### src/rtl/cnt_dispatch_pkg.sv
// Shared types and defaults for the count-request dispatcher slice.
package cnt_dispatch_pkg;

  typedef enum logic [1:0] {
    IDLE,
    ISSUE,
    WAIT_BUSY,
    WAIT_DONE
  } disp_state_t;

  localparam int CNT_W = 32;

endpackage

### src/rtl/cnt_dispatcher_if.sv
// Producer-side request bus for cnt_dispatcher.
// Handshake: a request transfers on a rising clk edge where req_valid && req_ready;
// the producer holds req_valid and req_cnt stable until that edge.
interface cnt_dispatcher_if
  import cnt_dispatch_pkg::*;
#(
  parameter int W = CNT_W
) ();

  logic         req_valid;
  logic         req_ready;
  logic [W-1:0] req_cnt;

  modport master (output req_valid, output req_cnt, input req_ready);
  modport slave  (input req_valid, input req_cnt, output req_ready);

endinterface

### src/rtl/cnt_req_fifo.sv
// Show-ahead synchronous FIFO holding queued count requests.
module cnt_req_fifo #(
  parameter int W     = 32,
  parameter int DEPTH = 4,
  parameter int LVL_W = $clog2(DEPTH) + 1
) (
  input  logic             clk,
  input  logic             rst,
  input  logic             push,
  input  logic [W-1:0]     push_data,
  input  logic             pop,
  output logic [W-1:0]     head,
  output logic             full,
  output logic             empty,
  output logic [LVL_W-1:0] level
);

  localparam int ADDR_W = $clog2(DEPTH);

  logic [W-1:0]  mem [DEPTH];
  logic [ADDR_W:0] wptr;
  logic [ADDR_W:0] rptr;

  // Extra pointer bit separates the full and empty cases when the addresses match.
  assign full  = (wptr[ADDR_W] != rptr[ADDR_W]) &&
                 (wptr[ADDR_W-1:0] == rptr[ADDR_W-1:0]);
  assign empty = (wptr == rptr);
  assign level = LVL_W'(wptr - rptr);
  assign head  = mem[rptr[ADDR_W-1:0]];

  always_ff @(posedge clk) begin
    if (push && !full) begin
      mem[wptr[ADDR_W-1:0]] <= push_data;
    end
  end

  always_ff @(posedge clk) begin
    if (rst) begin
      wptr <= '0;
      rptr <= '0;
    end else begin
      if (push && !full) begin
        wptr <= wptr + 1'b1;
      end
      if (pop && !empty) begin
        rptr <= rptr + 1'b1;
      end
    end
  end

endmodule

### src/rtl/cnt_dispatcher.sv
// Queues count requests and issues them one at a time to the down-counter.
// Optional statistics outputs (jobs_done, stall_cycles) exist when CNT_DISPATCH_STATS_EN is defined.
module cnt_dispatcher
  import cnt_dispatch_pkg::*;
#(
  parameter int W     = CNT_W,
  parameter int DEPTH = 4,
  parameter int LVL_W = $clog2(DEPTH) + 1
) (
  input  logic             clk,
  input  logic             rst,
  cnt_dispatcher_if.slave  req,
  output logic [W-1:0]     cnt_init,
  output logic             start,
  input  logic             ctr_ready,
  output logic             busy,
  output logic             done,
  output logic [LVL_W-1:0] level,
`ifdef CNT_DISPATCH_STATS_EN
  output logic [15:0]      jobs_done,
  output logic [15:0]      stall_cycles,
`endif
  output disp_state_t      state_dbg
);

  disp_state_t  state;
  logic         full;
  logic         empty;
  logic         push;
  logic         pop;
  logic [W-1:0] head;

  assign req.req_ready = !full && !rst;
  assign push          = req.req_valid && req.req_ready;
  // Dispatch only from the registered FIFO head, so a fresh push waits one edge.
  assign pop           = (state == IDLE) && !empty && ctr_ready;
  assign state_dbg     = state;

  cnt_req_fifo #(
    .W     (W),
    .DEPTH (DEPTH),
    .LVL_W (LVL_W)
  ) u_fifo (
    .clk       (clk),
    .rst       (rst),
    .push      (push),
    .push_data (req.req_cnt),
    .pop       (pop),
    .head      (head),
    .full      (full),
    .empty     (empty),
    .level     (level)
  );

  always_ff @(posedge clk) begin
    if (rst) begin
      state    <= IDLE;
      start    <= 1'b0;
      cnt_init <= '0;
      busy     <= 1'b0;
      done     <= 1'b0;
    end else begin
      start <= 1'b0;
      done  <= 1'b0;
      case (state)
        IDLE: begin
          if (pop) begin
            start    <= 1'b1;
            cnt_init <= head;
            busy     <= 1'b1;
            state    <= ISSUE;
          end
        end
        ISSUE: begin
          state <= WAIT_BUSY;
        end
        // The counter lowers ctr_ready a cycle after it sees start.
        WAIT_BUSY: begin
          if (!ctr_ready) begin
            state <= WAIT_DONE;
          end
        end
        WAIT_DONE: begin
          if (ctr_ready) begin
            done  <= 1'b1;
            busy  <= 1'b0;
            state <= IDLE;
          end
        end
        default: begin
          state <= IDLE;
        end
      endcase
    end
  end

`ifdef CNT_DISPATCH_STATS_EN
  always_ff @(posedge clk) begin
    if (rst) begin
      jobs_done    <= '0;
      stall_cycles <= '0;
    end else begin
      if ((state == WAIT_DONE) && ctr_ready) begin
        jobs_done <= jobs_done + 16'd1;
      end
      // Work is waiting but the counter is not accepting it.
      if (!empty && (state == IDLE) && !ctr_ready && (stall_cycles != 16'hFFFF)) begin
        stall_cycles <= stall_cycles + 16'd1;
      end
    end
  end
`endif

endmodule

### src/flat_wrapper.sv
// flat-port wrapper written by rule: the top's interface ports become plain ports
module cnt_dispatcher_flat import cnt_dispatch_pkg::*;
#(
  parameter int W     = CNT_W,
  parameter int DEPTH = 4,
  parameter int LVL_W = $clog2(DEPTH) + 1
)
  (clk, rst, cnt_init, start, ctr_ready, busy, done, level, state_dbg, req_req_valid, req_req_cnt, req_req_ready);
  cnt_dispatcher_if #(.W(W)) req_i ();
  input  logic clk;
  input  logic rst;
  output logic [W-1:0] cnt_init;
  output logic start;
  input  logic ctr_ready;
  output logic busy;
  output logic done;
  output logic [LVL_W-1:0] level;
  output disp_state_t state_dbg;
  input wire logic [$bits(req_i.req_valid)-1:0] req_req_valid;
  input wire logic [$bits(req_i.req_cnt)-1:0] req_req_cnt;
  output wire logic [$bits(req_i.req_ready)-1:0] req_req_ready;
  assign req_i.req_valid = req_req_valid;
  assign req_i.req_cnt = req_req_cnt;
  assign req_req_ready = req_i.req_ready;
  cnt_dispatcher #(.W(W), .DEPTH(DEPTH), .LVL_W(LVL_W)) u_core (.clk(clk), .rst(rst), .req(req_i), .cnt_init(cnt_init), .start(start), .ctr_ready(ctr_ready), .busy(busy), .done(done), .level(level), .state_dbg(state_dbg));
endmodule
### config.mk
export PLATFORM = sky130hd
export DESIGN_NAME = cnt_dispatcher_flat
export DESIGN_NICKNAME = d
export VERILOG_FILES = /design/src/rtl/cnt_dispatch_pkg.sv /design/src/rtl/cnt_dispatcher_if.sv /design/src/rtl/cnt_req_fifo.sv /design/src/rtl/cnt_dispatcher.sv /design/src/flat_wrapper.sv
export SDC_FILE = /design/constraint.sdc
export NUM_CORES = 1
export LEC_CHECK = 0
export CORE_MARGIN = 2
export CORE_UTILIZATION = 51
export DETAILED_ROUTE_END_ITERATION = 16
export GPL_ROUTABILITY_DRIVEN = 0
export HOLD_SLACK_MARGIN = 0.12
export PLACE_DENSITY = 0.74
export SLEW_MARGIN = 20
export SYNTH_ARGS = -nofsm -noshare
export SYNTH_HDL_FRONTEND = slang
export SYNTH_SLANG_ARGS = --single-unit
### constraint.sdc
create_clock -name clk -period 2.9 [get_ports clk]
set_input_delay 0.435 -clock clk [delete_from_list [all_inputs] [get_ports clk]]
set_output_delay 0.435 -clock clk [all_outputs]
set_load 0.03 [all_outputs]
* After elaboration in Yosys (flattened, before gate mapping) *
Memory sizes are Yosys's and may differ from the RTL's. A register that Yosys moved wholly into a read port is not among the register bits.
Cells that the tools add are included.

operators by class
  eq/ne operators = 9
  reduce and logical (&&, ||, !) cells = 17
  bitwise logic cells = 2
  $add $sub $neg = 3
  muxes and demuxes = 11

operators with widths
  kind                                                             count
  2-bit case mux with 4 select lines                               1
  1-bit logical AND                                                7
  3-bit by 1-bit adder with 3-bit output, second input constant    2
  1-bit two-way mux                                                6
  2-bit two-way mux                                                3
  2-bit != test, second input constant                             3
  3-bit AND reduction                                              2
  2-bit == test, second input constant                             2
  2-bit OR reduction                                               2
  3-bit == test                                                    1
  1-bit zero test                                                  3
  3-bit subtractor                                                 1
  2-bit by 1-bit == test with 1-bit output, second input constant  1
  2-bit == test                                                    1
  2-bit zero test                                                  1
  1-bit NOT                                                        2
  1-bit case mux with 2 select lines                               1
  2-bit AND reduction                                              1
  2-bit nonzero test                                               1
  1-bit != test                                                    1

storage, ports and cells
  bits of input ports = 36
  output and inout port bits = 41
  memories kept = 1
  logic and storage cells = 49
  flip-flop bits (word level) = 11
  bits in writable memories = 128

memory list
  name               words  width  rd ports  clocked after Yosys merged registers in  wr ports  line                text
  u_core.u_fifo.mem  4      32     1         1                                        1         cnt_req_fifo.sv:20  logic [W-1:0] mem [DEPTH];

* Logic depth before layout (Yosys ltp) *
  word-level depth = 8
  gate-level depth with buffers = 9
  depth with buffers taken out = 5

* Hierarchy *
A second synthesis with hierarchy kept.

second synthesis, totals
  cells, all modules = 403
  area total of the unflattened synthesis = 6,586.3 um2

modules (own cells, without submodules)
  module          instances  area each (um2)  seq. area each (um2)  cells each
  cnt_req_fifo    1          5,188.7          4,003.8               234
  cnt_dispatcher  1          1,397.6          740.7                 169

* Worst setup path after synthesis *
OpenSTA, ideal clock, no wires.

  path kind = register -> register
  start point = register u_core.u_fifo.rptr[1]
  end point = memory u_core.u_fifo.mem[1][0] (enable)
  arrival time = 2.718 ns
  data required time = 2.508 ns
  clock period less this slack = 3.110 ns
  buffers on the path = 3
  setup slack = -0.210 ns
  library setup time = 0.392 ns
  stages on the path, launching flop included = 9
  cell sequence = dfxtp_1 -> clkbuf_1 -> clkbuf_1 -> inv_1 -> ha_1 -> and2_1 -> clkbuf_1 -> a21boi_2 -> and3_1

on the way
  cells in the longest elaborated chain, start to end = 8

ends and longest elaborated chain
  element                                    line                                      text
  start, declared                            cnt_req_fifo.sv:22                        logic [ADDR_W:0] rptr;
  start signal, assigned                     cnt_req_fifo.sv:46                        rptr <= rptr + 1'b1;
  2-bit == test *                            cnt_req_fifo.sv:26                        (wptr[ADDR_W-1:0] == rptr[ADDR_W-1:0]);
  1-bit logical AND *                        cnt_req_fifo.sv:25                        assign full = (wptr[ADDR_W] != rptr[ADDR_W]) &&
  1-bit zero test *                          cnt_req_fifo.sv:32, cnt_dispatcher.sv:33
  1-bit logical AND                          cnt_dispatcher.sv:33                      assign req.req_ready = !full && !rst;
  1-bit logical AND                          cnt_dispatcher.sv:34                      assign push = req.req_valid && req.req_ready;
  1-bit logical AND *                        cnt_req_fifo.sv:32                        if (push && !full) begin
  1-bit two-way mux *                        cnt_req_fifo.sv:32
  1-bit two-way mux (implied by the code) *  cnt_req_fifo.sv:33                        mem[wptr[ADDR_W-1:0]] <= push_data;
  end, declared                              cnt_req_fifo.sv:20

Mark *: on every way between the ends. The rest lies on a longest branch, timed or not.

* Final worst setup path *
  start point = register u_core.u_fifo.wptr[0]
  end point = output port level[1]

on the way
  cells in the longest elaborated chain, start to end = 1

ends and longest elaborated chain
  element                 line                text
  start, declared         cnt_req_fifo.sv:21  logic [ADDR_W:0] wptr;
  start signal, assigned  cnt_req_fifo.sv:43  wptr <= wptr + 1'b1;
  3-bit subtractor        cnt_req_fifo.sv:28  assign level = LVL_W'(wptr - rptr);
  end, declared           flat_wrapper.sv:17  output logic [LVL_W-1:0] level;

Every way passes these cells.

==> flow_summary_export.csv <==
group,metric,value,unit
status,run_status,"finished, final reports clean",
sta,tightest_slew,0.699,ns
synth,synthesis.nets,485,
floorplanning,fp.dieH,121,um
cells_and_area,mostFrequentLayoutCells,"edfxtp_1, clkdlybuf4s50_1, dfxtp_1",
placed_design,port_buffers,76,
cells_and_area,diodes,0,
sta,max-slew-margin-rel,53.3,%
hold_path,hold_depth,2,
power,pwr_density_cell,848,nW/um^2
synth,ys_async_sr_fraction,0,%
power,switching_share,30.3,%
setup_path,ff2ff_path_depth,6,
clock_network,numCtsBuffers,17,
setup_path,r2r_end,"u_core.u_fifo.mem[2][20]",
hold_path,min_to,"u_core.state_dbg[1]",
setup_path,path_cells,"inv_1, ha_1, fa_1, inv_1, clkdlybuf4s50_1",
global_route,grt_pass1_wl,22.6,mm
clock_network,postCtsSetupBuffers,0,
floorplanning,die-area,14700,sq um
sta,grt_setup_unrepaired,"false",
clock_network,cts.htree.levels,4,
clock_network,insertion_delay,0.42,ns
floorplanning,num_rows,42,
synth,synth_cells,438,
global_route,overflow,0,
clock_network,cts_sinks,171,
routing,vias,4085,
floorplanning,start_util,52.6,%
global_route,grt_pass1_vias,4386,
power,p_sw,2200,uW
hold_path,hp-class,"reg -> reg",
cells_and_area,drive_gt1_share,17.1,%
power,clockPowerShare,29.5,%
routing,wl_per_cell,20.7,um
setup_path,critPathCaptureType,"primary output",
routing,drt-initial-drc-count,265,
synth,synth.largest_area_cell,"edfxtp_1",
sta,whs,0.560,ns
clock_network,clock_path_buffers,2,
cells_and_area,layout_commonest_cell,"edfxtp_1",
global_route,track_usage,20.7,%
setup_path,setup.worst_path.start,"u_core.u_fifo.wptr[0]",
setup_path,critPathMaxStageDelay,0.65,ns
sta,period_needed,2.73,ns
synth,synthTopCellsByArea,"edfxtp_1, dfxtp_1, mux4_2",
routing,drtAntennaViolNets,0,
sta,totalNegativeSetupSlack,0,ns
cells_and_area,fin_util,64.2,%
floorplanning,io_pins,77,
power,p_int,5060,uW
synth,seq_area_frac_synth,67.0,%
power,p_comb_share,28.9,%
routing,drtPass1Iterations,4,
setup_path,timing.rr.start,"u_core.u_fifo.wptr[0]",
synth,syn_avg_cell_area,16.0,sq um
power,leakage,0.00302,uW
routing,post_drt_via_cell_ratio,5.82,
setup_path,critPathMaxFanout,4,
routing,wirelength,14.5,mm
cells_and_area,area_growth,22.1,%
global_route,grt_antenna_before_repair,0,
synth,synth_top_area_share,54.8,%
setup_path,worstSetupPathType,"reg -> out",
setup_path,critPathRequiredTime,2.47,ns
global_route,grt_max_degree,36,
synth,synth-seq-cells,171,
clock_network,root_buffer,"clkbuf_16",
sta,period_share,94.1,%
clock_network,cts.clk_slew.worst_paths,0.06,ns
synth,yosysWarningCount,0,
setup_path,start_kind,"flip-flop",
floorplanning,die_w,121,um
sta,clock_skew,0.00512,ns
sta,max_freq,367,MHz
floorplanning,coreArea,13300,sq um
sta,setup_violations,0,
power,max-vdd-ir-drop,0.400,mV
synth,syn-cell-area,7020,sq um
routing,drc_errors,0,
sta,slew_violations,0,
cells_and_area,final_nets,560,
synth,synth_flop_cell,"edfxtp_1",
clock_network,cts_tree,"yes",
setup_path,arrival,2.29,ns
setup_path,cpMostUsedCell,"inv_1",
run,maxCapViolCount,0,
hold_path,hold_path.startpoint,"u_core.state_dbg[1]",
setup_path,worst-r2r-setup-slack,0.56,ns
power,pwr-share-seq,41.6,%
synth,yosysUniqueCellTypes,39,
sta,hold_viol,0,
placed_design,hpwl,8.56,mm
setup_path,cpMaxStageDelayCell,"clkdlybuf4s50_1",
synth,synth-edff-count,128,
==> kinds of logic (layout without fill, tap and decap cells) <==
kind of cell | Yosys count | count (layout) | share of synthesized area, %
DFF | 171 | 171 | 67.0
AOI/OAI and AO/OA | 78 | 78 | 9.24
buffers and inverters | 76 | 164 | 5.06
and+or+nand+nor | 62 | 62 | 4.97
muxes | 37 | 37 | 11.0
adders and majority gates | 11 | 11 | 2.07
xor gates and xnor gates | 3 | 3 | 0.588
==> through the flow <==
stage | instance area (sq um) | setup slack, ns | power, uW | instances
floorplan | 7020 | 0.121 | 4390 | 438
finish | 8570 | 0.172 | 7270 | 702
CTS | 8570 | 0.0642 | 7310 | 702
global route | 8570 | 0.0790 | 7550 | 702
global placement | 8000 | 0.580 | 5120 | 670
detailed placement | 8000 | 0.507 | 5170 | 670
==> state kept, by name, summed over array words and instances, names as in the netlist <==
name                flops
u_core.u_fifo.rptr      3
u_core.cnt_init        32
u_core.start            1
u_core.state_dbg        2
u_core.u_fifo.wptr      3
u_core.busy             1
u_core.done             1
u_core.u_fifo.mem     128
==> power groups by stage <==
stage | sequential, uW | combinational, uW | clock, uW
after CTS | 3020 | 2120 | 2170
final | 3020 | 2100 | 2140
after global placement | 3060 | 2060 | 0
after detailed placement | 3070 | 2100 | 0
after floorplan | 3360 | 1030 | 0
after global routing | 3040 | 2250 | 2260
==> worst max-delay path by stage <==
| stage | to | slack (ns) |
|---|---|---|
| 2_1_floorplan | u_core.u_fifo.mem[1][0] | 0.12 |
| 3_3_place_gp | level[2] | 0.58 |
| 3_5_place_dp | level[2] | 0.51 |
| 4_1_cts | level[2] | 0.06 |
| 5_1_grt | level[1] | 0.08 |
| 6_report | level[1] | 0.17 |
==> repair_timing <==
| item | CTS | global route |
|---|---|---|
| resized for setup | 0 | 1 |
| setup endpoints to repair | 0 | 1 |
| hold buffers | 0 | 0 |
==> layout make-up <==
cell class              instances  area (sq um)
fillers                       954          4780
flip-flops and latches        171          4710
multi-input cells             191          1970
repair buffers                 91           943
clock buffers                  27           547
well taps                     176           220
inverters                      41           154
clock inverters                 5          26.3
==> synth_stat cells (3+ instances only) <==
master,instances
buf_6,7
clkbuf_1,17
dfxtp_1,43
mux2_2,3
ha_1,10
nor4_1,33
a211oi_1,33
mux4_2,32
buf_2,8
edfxtp_1,128
and3_1,4
nor2_1,5
a21oi_1,4
nand2_1,9
inv_1,40
a211o_1,32
nor2b_1,3
==> metal layers <==
metal / GRT usage (%) / wire length, um
met1: 25.8 / 5980
met2: 34.1 / 7450
met3: 4.75 / 850
met4: 10.6 / 246
met5: 0 / 0
==> worst max-delay path: cells and delay by family, from the launching register on <==
family	cells	cell delay, ns
buffers and inverters	3	0.83
adder cells (fa/ha/maj)	2	0.65
flip-flops	1	0.39
Power figures use the tool's default switching activity.
